--- src/rtl/tff_bank_arbiter.sv ---
// Round-robin arbiter for two requesters sharing one bank of T flip-flops.
// Each command makes the bank behave as a D, T, JK or SR register.
module tff_bank_arbiter #(
    parameter int W = 4
) (
    input  logic         clk,
    input  logic         rst,
    input  logic         req_a,
    input  logic [1:0]   mode_a,
    input  logic [W-1:0] op0_a,
    input  logic [W-1:0] op1_a,
    input  logic         req_b,
    input  logic [1:0]   mode_b,
    input  logic [W-1:0] op0_b,
    input  logic [W-1:0] op1_b,
    output logic         ack_a,
    output logic         ack_b,
    output logic         gnt_id,
    output logic         busy,
    output logic         err,
    output logic [W-1:0] q,
    output logic [W-1:0] qb
);

    // state | meaning
    // IDLE  | waiting for a request; arbitrates when one arrives
    // GRANT | latches the grantee's mode and operands
    // APPLY | toggles the bank at the closing edge; flags illegal SR
    // DONE  | acknowledges the grantee for one cycle
    typedef enum logic [1:0] {IDLE, GRANT, APPLY, DONE} state_t;

    localparam logic [1:0] MODE_D  = 2'b00;
    localparam logic [1:0] MODE_T  = 2'b01;
    localparam logic [1:0] MODE_JK = 2'b10;
    localparam logic [1:0] MODE_SR = 2'b11;

    state_t       state_q, state_d;
    logic         gnt_q, gnt_d;
    logic [1:0]   mode_q, mode_d;
    logic [W-1:0] op0_q, op0_d;
    logic [W-1:0] op1_q, op1_d;
    logic [W-1:0] bank_q, bank_d;
    logic         err_q, err_d;
    logic [W-1:0] t;

    always_ff @(posedge clk or negedge rst) begin
        if (!rst) begin
            state_q <= IDLE;
            gnt_q   <= 1'b1;
            mode_q  <= '0;
            op0_q   <= '0;
            op1_q   <= '0;
            bank_q  <= '0;
            err_q   <= 1'b0;
        end else begin
            state_q <= state_d;
            gnt_q   <= gnt_d;
            mode_q  <= mode_d;
            op0_q   <= op0_d;
            op1_q   <= op1_d;
            bank_q  <= bank_d;
            err_q   <= err_d;
        end
    end

    // Toggle vector that turns the latched command into a T-flop update.
    always_comb begin
        t = '0;
        case (mode_q)
            MODE_D:  t = op0_q ^ bank_q;
            MODE_T:  t = op0_q;
            MODE_JK: t = (op0_q & ~bank_q) | (op1_q & bank_q);
            MODE_SR: t = (op0_q & ~bank_q & ~op1_q) | (op1_q & bank_q & ~op0_q);
            default: t = '0;
        endcase
    end

    always_comb begin
        state_d = state_q;
        gnt_d   = gnt_q;
        mode_d  = mode_q;
        op0_d   = op0_q;
        op1_d   = op1_q;
        bank_d  = bank_q;
        err_d   = err_q;
        case (state_q)
            IDLE: begin
                if (req_a || req_b) begin
                    state_d = GRANT;
                    gnt_d   = (req_a && req_b) ? ~gnt_q : req_b;
                end
            end
            GRANT: begin
                mode_d  = gnt_q ? mode_b : mode_a;
                op0_d   = gnt_q ? op0_b  : op0_a;
                op1_d   = gnt_q ? op1_b  : op1_a;
                state_d = APPLY;
            end
            APPLY: begin
                bank_d = bank_q ^ t;
                if ((mode_q == MODE_SR) && (|(op0_q & op1_q))) begin
                    err_d = 1'b1;
                end
                state_d = DONE;
            end
            DONE: begin
                state_d = IDLE;
            end
            default: state_d = IDLE;
        endcase
    end

    assign ack_a  = (state_q == DONE) && !gnt_q;
    assign ack_b  = (state_q == DONE) && gnt_q;
    assign gnt_id = gnt_q;
    assign busy   = (state_q != IDLE);
    assign err    = err_q;
    assign q      = bank_q;
    assign qb     = ~bank_q;

endmodule

--- config.mk ---
export PLATFORM = sky130hd
export DESIGN_NAME = tff_bank_arbiter
export DESIGN_NICKNAME = d
export VERILOG_FILES = /design/src/rtl/tff_bank_arbiter.sv
export SDC_FILE = /design/constraint.sdc
export NUM_CORES = 1
export LEC_CHECK = 0
export BUFFER_PORTS_ARGS = -buffer_cell sky130_fd_sc_hd__buf_2
export CAP_MARGIN = 25
export CORE_MARGIN = 3
export CORE_UTILIZATION = 54
export DETAILED_ROUTE_END_ITERATION = 12
export PLACE_DENSITY = 0.94
export SLEW_MARGIN = 20
export SYNTH_ARGS = -nofsm -noshare
export SYNTH_HDL_FRONTEND = slang
export SYNTH_SLANG_ARGS = --single-unit
--- constraint.sdc ---
create_clock -name clk -period 4.2 [get_ports clk]
set_input_delay 0.42 -clock clk [delete_from_list [all_inputs] [get_ports clk]]
set_output_delay 0.42 -clock clk [all_outputs]
set_load 0.02 [all_outputs]
# Word level (Yosys, flattened, before mapping)
# Index checks and enable logic that the tools add are counted.
op_classes:
  eq_ne: 7
  n_mux: 7
  bitwise_logic: 13
  n_reduce_logical: 12
op_table:
  columns: ["op", "count"]
  rows:
  - ["4-bit bitwise AND", 5]
  - ["4-bit one-hot mux with 4 select lines", 1]
  - ["4-bit inverter", 3]
  - ["2-bit equality test, second input constant", 4]
  - ["4-bit two-way mux", 2]
  - ["4-bit OR", 2]
  - ["2-bit one-hot mux with 4 select lines", 1]
  - ["4-bit bitwise XOR", 2]
  - ["2-bit by 1-bit equality test with 1-bit output, second input constant", 2]
  - ["1-bit logical AND", 4]
  - ["2-bit zero test", 2]
  - ["2-bit two-way mux", 2]
  - ["2-bit AND reduction", 2]
  - ["4-bit OR reduction", 1]
  - ["2-bit inequality test, second input constant", 1]
  - ["2-bit nonzero test", 1]
  - ["1-bit zero test", 1]
  - ["1-bit logical OR", 1]
  - ["1-bit two-way mux", 1]
  - ["1-bit inverter", 1]
totals:
  regBits: 18
  input_bits: 24
  out_inout_bits: 13
  word_cells: 46

# Logic depth before layout (Yosys ltp)
# Gate-level depths: netlist of run 1.
logic_depth:
  depth_word: 6
  ltp_mapped: 6
  depth_no_buf: 6

# Worst setup path after synthesis of run 1
# No wires, ideal clock.
synth_path:
  path_kind: "reg2out"
  startpoint: "reg gnt_q, in the netlist gnt_id"
  endpoint: "out ack_b"
  arrival_ns: 1.245
  required_time_ns: 3.780
  path_slack_ns: 2.535
  stages_incl_launch_ff: 4
  n_path_buf: 2
  path_cell_list: "dfstp_2 > buf_2 > buf_2 > and2_1"
synth_via:
  elab_chain_len: 1
synth_rtl:
  columns: ["item", "line", "source"]
  rows:
  - ["start: declaration", "38", "logic gnt_q, gnt_d;"]
  - ["start signal: assignment", "57", "gnt_q <= gnt_d;"]
  - ["1-bit logical AND", "114", "assign ack_b = (state_q == DONE) && gnt_q;"]
  - ["end: declaration", "17", "output logic ack_b,"]
# No other way between the ends.

# Worst setup path in the final report of run 1
# Ends and elaborated chain as after synthesis.

==> results.py, run 1 <==
metrics = {
    "pwr": {
        "p_leak_nw": 0.673,
        "combPwrFrac_pct": 55.7,
        "vdd_drop_max_v": 0.000657,
        "p_sw_uw": 552,
        "internal-power_uw": 598,
        "p_per_area_mw_per_mm2": 830,
        "switching_share_pct": 48.0,
        "clockPowerShare_pct": 7.7,
        "pwr-share-seq_pct": 36.6,
        "total_power_mw": 1.15,
    },
    "cells_and_area": {
        "fillCellCount": 161,
        "layout_common_cells": "36 x buf_2, 17 x dfrtp_1, 12 x mux2i_1, 12 x nor2_1, 12 x a21oi_1",
        "nNetsFinal": 191,
        "area_growth_pct": 16.9,
        "final_common_cell": "buf_2",
        "fin_cells": 185,
        "drive_gt1_share_pct": 31.0,
        "antenna_cells": 0,
    },
    "global_routing": {
        "grt_pass1_wl_um": 4220,
        "first_global_vias": 988,
        "antenna_found_initial": 0,
        "overflow": 0,
        "track_usage_pct": 20.5,
        "grt_max_degree": 21,
    },
    "synthesis": {
        "synth_nets": 156,
        "synth_cell_types": 34,
        "synth_area_mm2": 0.00119,
        "syn_inst": 124,
        "yosysWarnings": 0,
        "yosysTopAreaCellShare_pct": 35.9,
        "synth_area_per_cell_um2": 9.57,
        "synth_top_area_cell": "dfrtp_1",
        "ys_ff_latch": 18,
        "yosysSeqAreaShare_pct": 38.1,
        "synthTopCellsByArea": "dfrtp_1 36%, mux2i_1 10%, ha_1 8.4%",
    },
    "sta": {
        "period_needed_ns": 1.80,
        "slew_headroom_pct": 59.4,
        "finalCritPeriodShare_pct": 42.9,
        "rsz0062_at_grt": "false",
        "timing.final.ws_setup_ns": 2.40,
        "fin_hold_ws_ns": 0.0322,
        "fin_setup_tns_ns": 0,
        "setup_viol_count_final": 0,
        "finalHoldViolations": 0,
        "slew_violations": 0,
        "fin_skew_ns": 0.0170,
        "worst_slew_pin_slew_ns": 0.610,
        "timing.fmax_ghz": 0.555,
    },
    "drt": {
        "avgRoutedWirePerCell_um": 13.7,
        "route.vias.total": 1041,
        "drc": 0,
        "drtPass1Iterations": 4,
        "finalWirelength_um": 2530,
        "drt-initial-drc-count": 17,
        "post_drt_via_cell_ratio": 5.63,
        "ant_nets": 0,
    },
    "setup_path": {
        "arrival_ns": 1.38,
        "r2r_slack_ns": 2.64,
        "worst_setup_path_end_kind": "primary output",
        "crit_fanout": 15,
        "ff2ff_path_depth": 4,
        "worstPathRequired_ns": 3.78,
        "r2r-start": "mode_q[1]$_DFFE_PN0N_",
        "start_kind": "register",
        "crit_type": "register to primary output",
        "worst_r2r_endpoint": "q[3]$_DFFE_PN0P_",
    },
    "placed_design": {
        "globalplace.congestion": 0.846,
        "dpl.hpwl_um": 1970,
        "port_buffers": 36,
        "place_ws_ns": 2.68,
        "dp.cells": 181,
    },
    "clock_network": {
        "cts.path.max_buffers": 2,
        "cts_sinks": 18,
        "tritoncts": "yes",
        "cts_resized": 0,
        "insertion_delay_ns": 0.30,
        "h-tree-depth": 1,
        "postCtsSetupRepairBufs": 0,
        "root_buffer": "clkbuf_4",
        "numCtsBuffers": 3,
        "clk_pin_slew_ns": 0.11,
        "cts_hold_buf": 0,
    },
    "floorplan": {
        "fp.dieH_um": 52.9,
        "fp.dieW_um": 52.9,
        "io_pins": 37,
        "rows": 16,
        "coreArea_mm2": 0.00202,
        "die_area_mm2": 0.00279,
        "initial_core_util_pct": 58.7,
    },
    "run_status": {
        "status": "complete, no violations",
    },
    "job": {
        "max_cap_violations": 0,
    },
    "worst_hold_path": {
        "min_path_type": "primary input to asynchronous set/reset pin",
    },
}
==> synthesized netlist by cell type <==
library cell / instances
a2111oi_2: 2
a21oi_1: 12
a21oi_2: 2
a22oi_1: 2
a2bb2oi_1: 2
a31oi_1: 1
a41o_2: 1
and2_1: 1
and2b_2: 1
and2b_4: 1
buf_2: 2
buf_6: 2
clkbuf_1: 2
dfrtp_1: 17
dfstp_2: 1
ha_1: 8
inv_1: 8
mux2i_1: 12
nand2_1: 9
nand2b_1: 4
nand3_1: 2
nor2_1: 12
nor2b_1: 3
nor3_1: 1
nor3b_1: 2
o211ai_1: 2
o21ai_0: 1
o21ai_2: 2
o22ai_1: 2
o311ai_0: 1
o311ai_1: 1
o32ai_1: 2
or3_1: 1
xnor2_1: 2
==> through the flow <==
stage               cell area (µm²)  utilization, %
global placement               1360            67.3
detailed placement             1360            67.3
CTS                            1390            68.6
finish                         1390            68.6
floorplan                      1190               -
global route                   1390            68.6
==> final cells by class <==
cell class | count | area (µm²) | area share (%)
clock buffer | 4 | 26.3 | 1.90
inverter | 8 | 30.0 | 2.17
multi-input combinational | 92 | 664 | 47.9
sequential | 18 | 452 | 32.6
tap | 27 | 33.8 | 2.44
timing repair buffer | 36 | 180 | 13.0
==> power groups by stage <==
stage | Clock [mW] | Sequential, mW | Combinational [mW]
detailed placement | 0 | 0.423 | 0.638
CTS | 0.0906 | 0.419 | 0.643
floorplan | 0 | 0.385 | 0.521
global route | 0.0980 | 0.443 | 0.707
finish | 0.0892 | 0.421 | 0.641
global placement | 0 | 0.413 | 0.604
==> metal layers <==
layer | track usage (%) | wire length [µm]
met1 | 24.3 | 1080
met2 | 36.8 | 1260
met3 | 3.66 | 157
met4 | 6.81 | 35
met5 | 0 | 0
==> how the worst max path moves through the flow <==
stage                          startpoint                to  slack, ns  cells after the start
global placement       gnt_id$_DFFE_PN1P_             ack_b       2.72                      2
finish                 gnt_id$_DFFE_PN1P_             ack_b       2.40                      2
CTS                    gnt_id$_DFFE_PN1P_             ack_b       2.37                      2
detailed placement  mode_q[0]$_DFFE_PN0N_  q[0]$_DFFE_PN0P_       2.68                      4
floorplan              gnt_id$_DFFE_PN1P_             ack_b       2.53                      3
global route           gnt_id$_DFFE_PN1P_             ack_b       2.29                      2
==> critical path, stage by stage (launching register included) <==
cell,delay [ns]
dfstp_2,0.77
and2_1,0.18
buf_2,0.15
==> flip-flops by register name (all words and copies together) (netlist names) <==
signal	count
err	1
gnt_id	1
mode_q	2
op0_q	4
op1_q	4
q	4
state_q	2
==> cell families after synthesis <==
logic type,after synthesis,synth area share [%]
XOR/XNOR,2,1.48
flip-flops,18,38.1
multiplexers,12,10.1
AO/OA/AOI/OAI,33,20.5
adder cells (fa/ha/maj),8,8.44
AND/OR/NAND/NOR,37,15.5
buffers and inverters,14,5.91
No activity file was read; power rests on OpenSTA's default activity.
==> run 2: changes to the inputs <==
- CORE_UTILIZATION: 54 -> 45
- PLACE_DENSITY: 0.94 -> 0.84
- clock period: 4.2 -> 1.6 ns (I/O delays scaled with it)
==> run 2 against run 1 <==
  * Utilization shrank 7.6 points
  * Clock skew shrank 0.013 ns
  * First-iteration DRC count grew 82%
  * Combinational power grew to 2.7 times the previous value
  * Design area grew 3.8%
  * Sequential share of layout area shrank 0.93 points
  * Register-to-register slack lost 2.5 ns
  * Critical endpoint unchanged
  * Largest cell class unchanged
==> results.py, run 2 (synthesis gave the netlist of run 1 again) <==
metrics = {
    "run_status": {
        "status": "complete, no violations",
    },
    "floorplan": {
        "initial_core_util_pct": 50.2,
        "fp.dieW_um": 57.3,
        "coreArea_mm2": 0.00236,
        "die_area_mm2": 0.00329,
        "fp.dieH_um": 57.3,
        "rows": 17,
        "io_pins": 37,
    },
    "drt": {
        "drc": 0,
        "drt-initial-drc-count": 31,
        "ant_nets": 0,
        "route.vias.total": 1040,
        "avgRoutedWirePerCell_um": 13.6,
        "drtPass1Iterations": 4,
        "finalWirelength_um": 2590,
        "post_drt_via_cell_ratio": 5.47,
    },
    "clock_network": {
        "clk_pin_slew_ns": 0.10,
        "h-tree-depth": 1,
        "numCtsBuffers": 3,
        "cts_sinks": 18,
        "cts.path.max_buffers": 2,
        "insertion_delay_ns": 0.29,
        "root_buffer": "clkbuf_4",
        "tritoncts": "yes",
    },
    "placed_design": {
        "port_buffers": 36,
        "dpl.hpwl_um": 2050,
        "globalplace.congestion": 0.741,
        "dp.cells": 185,
    },
    "pwr": {
        "p_per_area_mw_per_mm2": 2170,
        "p_leak_nw": 0.699,
        "vdd_drop_max_v": 0.00125,
    },
    "cells_and_area": {
        "drive_gt1_share_pct": 33.3,
        "fin_cells": 190,
        "layout_common_cells": "36 x buf_2, 17 x dfrtp_1, 12 x mux2i_1, 12 x nor2_1, 12 x a21oi_1",
        "final_common_cell": "buf_2",
        "antenna_cells": 0,
        "area_growth_pct": 21.3,
        "nNetsFinal": 195,
        "fillCellCount": 209,
        "multi_input_area_um2": 669,
        "seq_area_um2": 455,
    },
    "job": {
        "max_cap_violations": 0,
    },
    "global_routing": {
        "grt_max_degree": 21,
        "busiest_layer": "met2",
        "overflow": 0,
        "grtUsageMet2_pct": 28.9,
        "antenna_found_initial": 0,
        "first_global_vias": 1067,
        "track_usage_pct": 17.0,
        "grt_use_met1_pct": 21.6,
        "grt_util_met3_pct": 3.39,
        "grt_pass1_wl_um": 4520,
    },
    "sta": {
        "fin_setup_tns_ns": 0,
        "worst_slew_pin_slew_ns": 0.408,
        "setup_viol_count_final": 0,
        "rsz0062_at_grt": "false",
        "finalHoldViolations": 0,
        "slew_violations": 0,
        "slew_headroom_pct": 72.8,
        "finalCritPeriodShare_pct": 94.4,
        "period_needed_ns": 1.51,
        "fin_skew_ns": 0.00375,
        "timing.fmax_ghz": 0.662,
    },
    "setup_path": {
        "arrival_ns": 1.35,
        "start_kind": "register",
        "worst_setup_path_end_kind": "primary output",
        "ff2ff_path_depth": 6,
        "worstPathRequired_ns": 1.44,
        "crit_type": "register to primary output",
        "crit_fanout": 15,
    },
    "worst_hold_path": {
        "min_path_type": "primary input to register",
        "hold_depth": 2,
    },
}
## run 2: cell types whose count changed in the layout (fill, tap and decap cells not counted), sizes merged
cell         before  now
dlygate4sd3       0    1
buf              36   39
## run 2: worst paths after layout
path / end / slack (ns) / from
max: ack_b / 0.09 / gnt_id$_DFFE_PN1P_
min: gnt_id$_DFFE_PN1P_ / 0.05 / req_a
max reg2reg: state_q[1]$_DFFE_PN0P_ / 0.12 / state_q[1]$_DFFE_PN0P_
min reg2reg: err$_DFFE_PN0P_ / 0.48 / err$_DFFE_PN0P_
max in group asynchronous: gnt_id$_DFFE_PN1P_ / 0.95 / rst
min in group asynchronous: q[3]$_DFFE_PN0P_ / 0.32 / rst
## run 2: per-layer routing
metal	vias to the layer above	routed length, µm	part of all wire, %
met4	0	31	1.2
met2	32	1280	49
met3	4	161	6.2
met5	-	0	0
met1	481	1120	43
li1	523	-	-
## run 2: worst max-delay path: stages, from the launching register on
cell and delay, ns:
dfstp_4 0.76, and2_1 0.15, buf_2 0.15
## run 2: cell type report
type / instances / share of cell area [%]
well taps: 28 / 2.43
flip-flops and latches: 18 / 31.7
multi-input cells: 92 / 46.5
repair buffers: 40 / 14.8
inverters: 8 / 2.09
clock buffers: 4 / 2.52
## run 2: report_power, final
group          switching (mW)  internal (mW)
Clock                   0.144          0.138
Combinational           0.938          0.812
Sequential              0.380          0.709
## run 2: per-stage QoR
| stage | setup WS [ns] | instance area [µm²] | hold slack, ns | utilization, % | power (mW) |
|---|---|---|---|---|---|
| CTS | 0.0129 | 1430 | 0.0402 | 60.6 | 3.14 |
| global placement | 0.233 | 1380 | 0.111 | 58.6 | 2.72 |
| global route | 0.0192 | 1440 | 0.0466 | 60.9 | 3.43 |
| detailed placement | 0.110 | 1380 | 0.114 | 58.6 | 2.85 |
| finish | 0.0896 | 1440 | 0.0540 | 60.9 | 3.12 |
| floorplan | 0.0774 | 1190 | -0.136 | - | 2.38 |
## run 2: repair_timing
| item | CTS | global route |
|---|---|---|
| hold endpoints to repair | 17 | 0 |
| gates resized for setup | 0 | 2 |
| setup buffers | 0 | 0 |
| hold buffers | 1 | 0 |
| setup endpoints to repair | 0 | 2 |
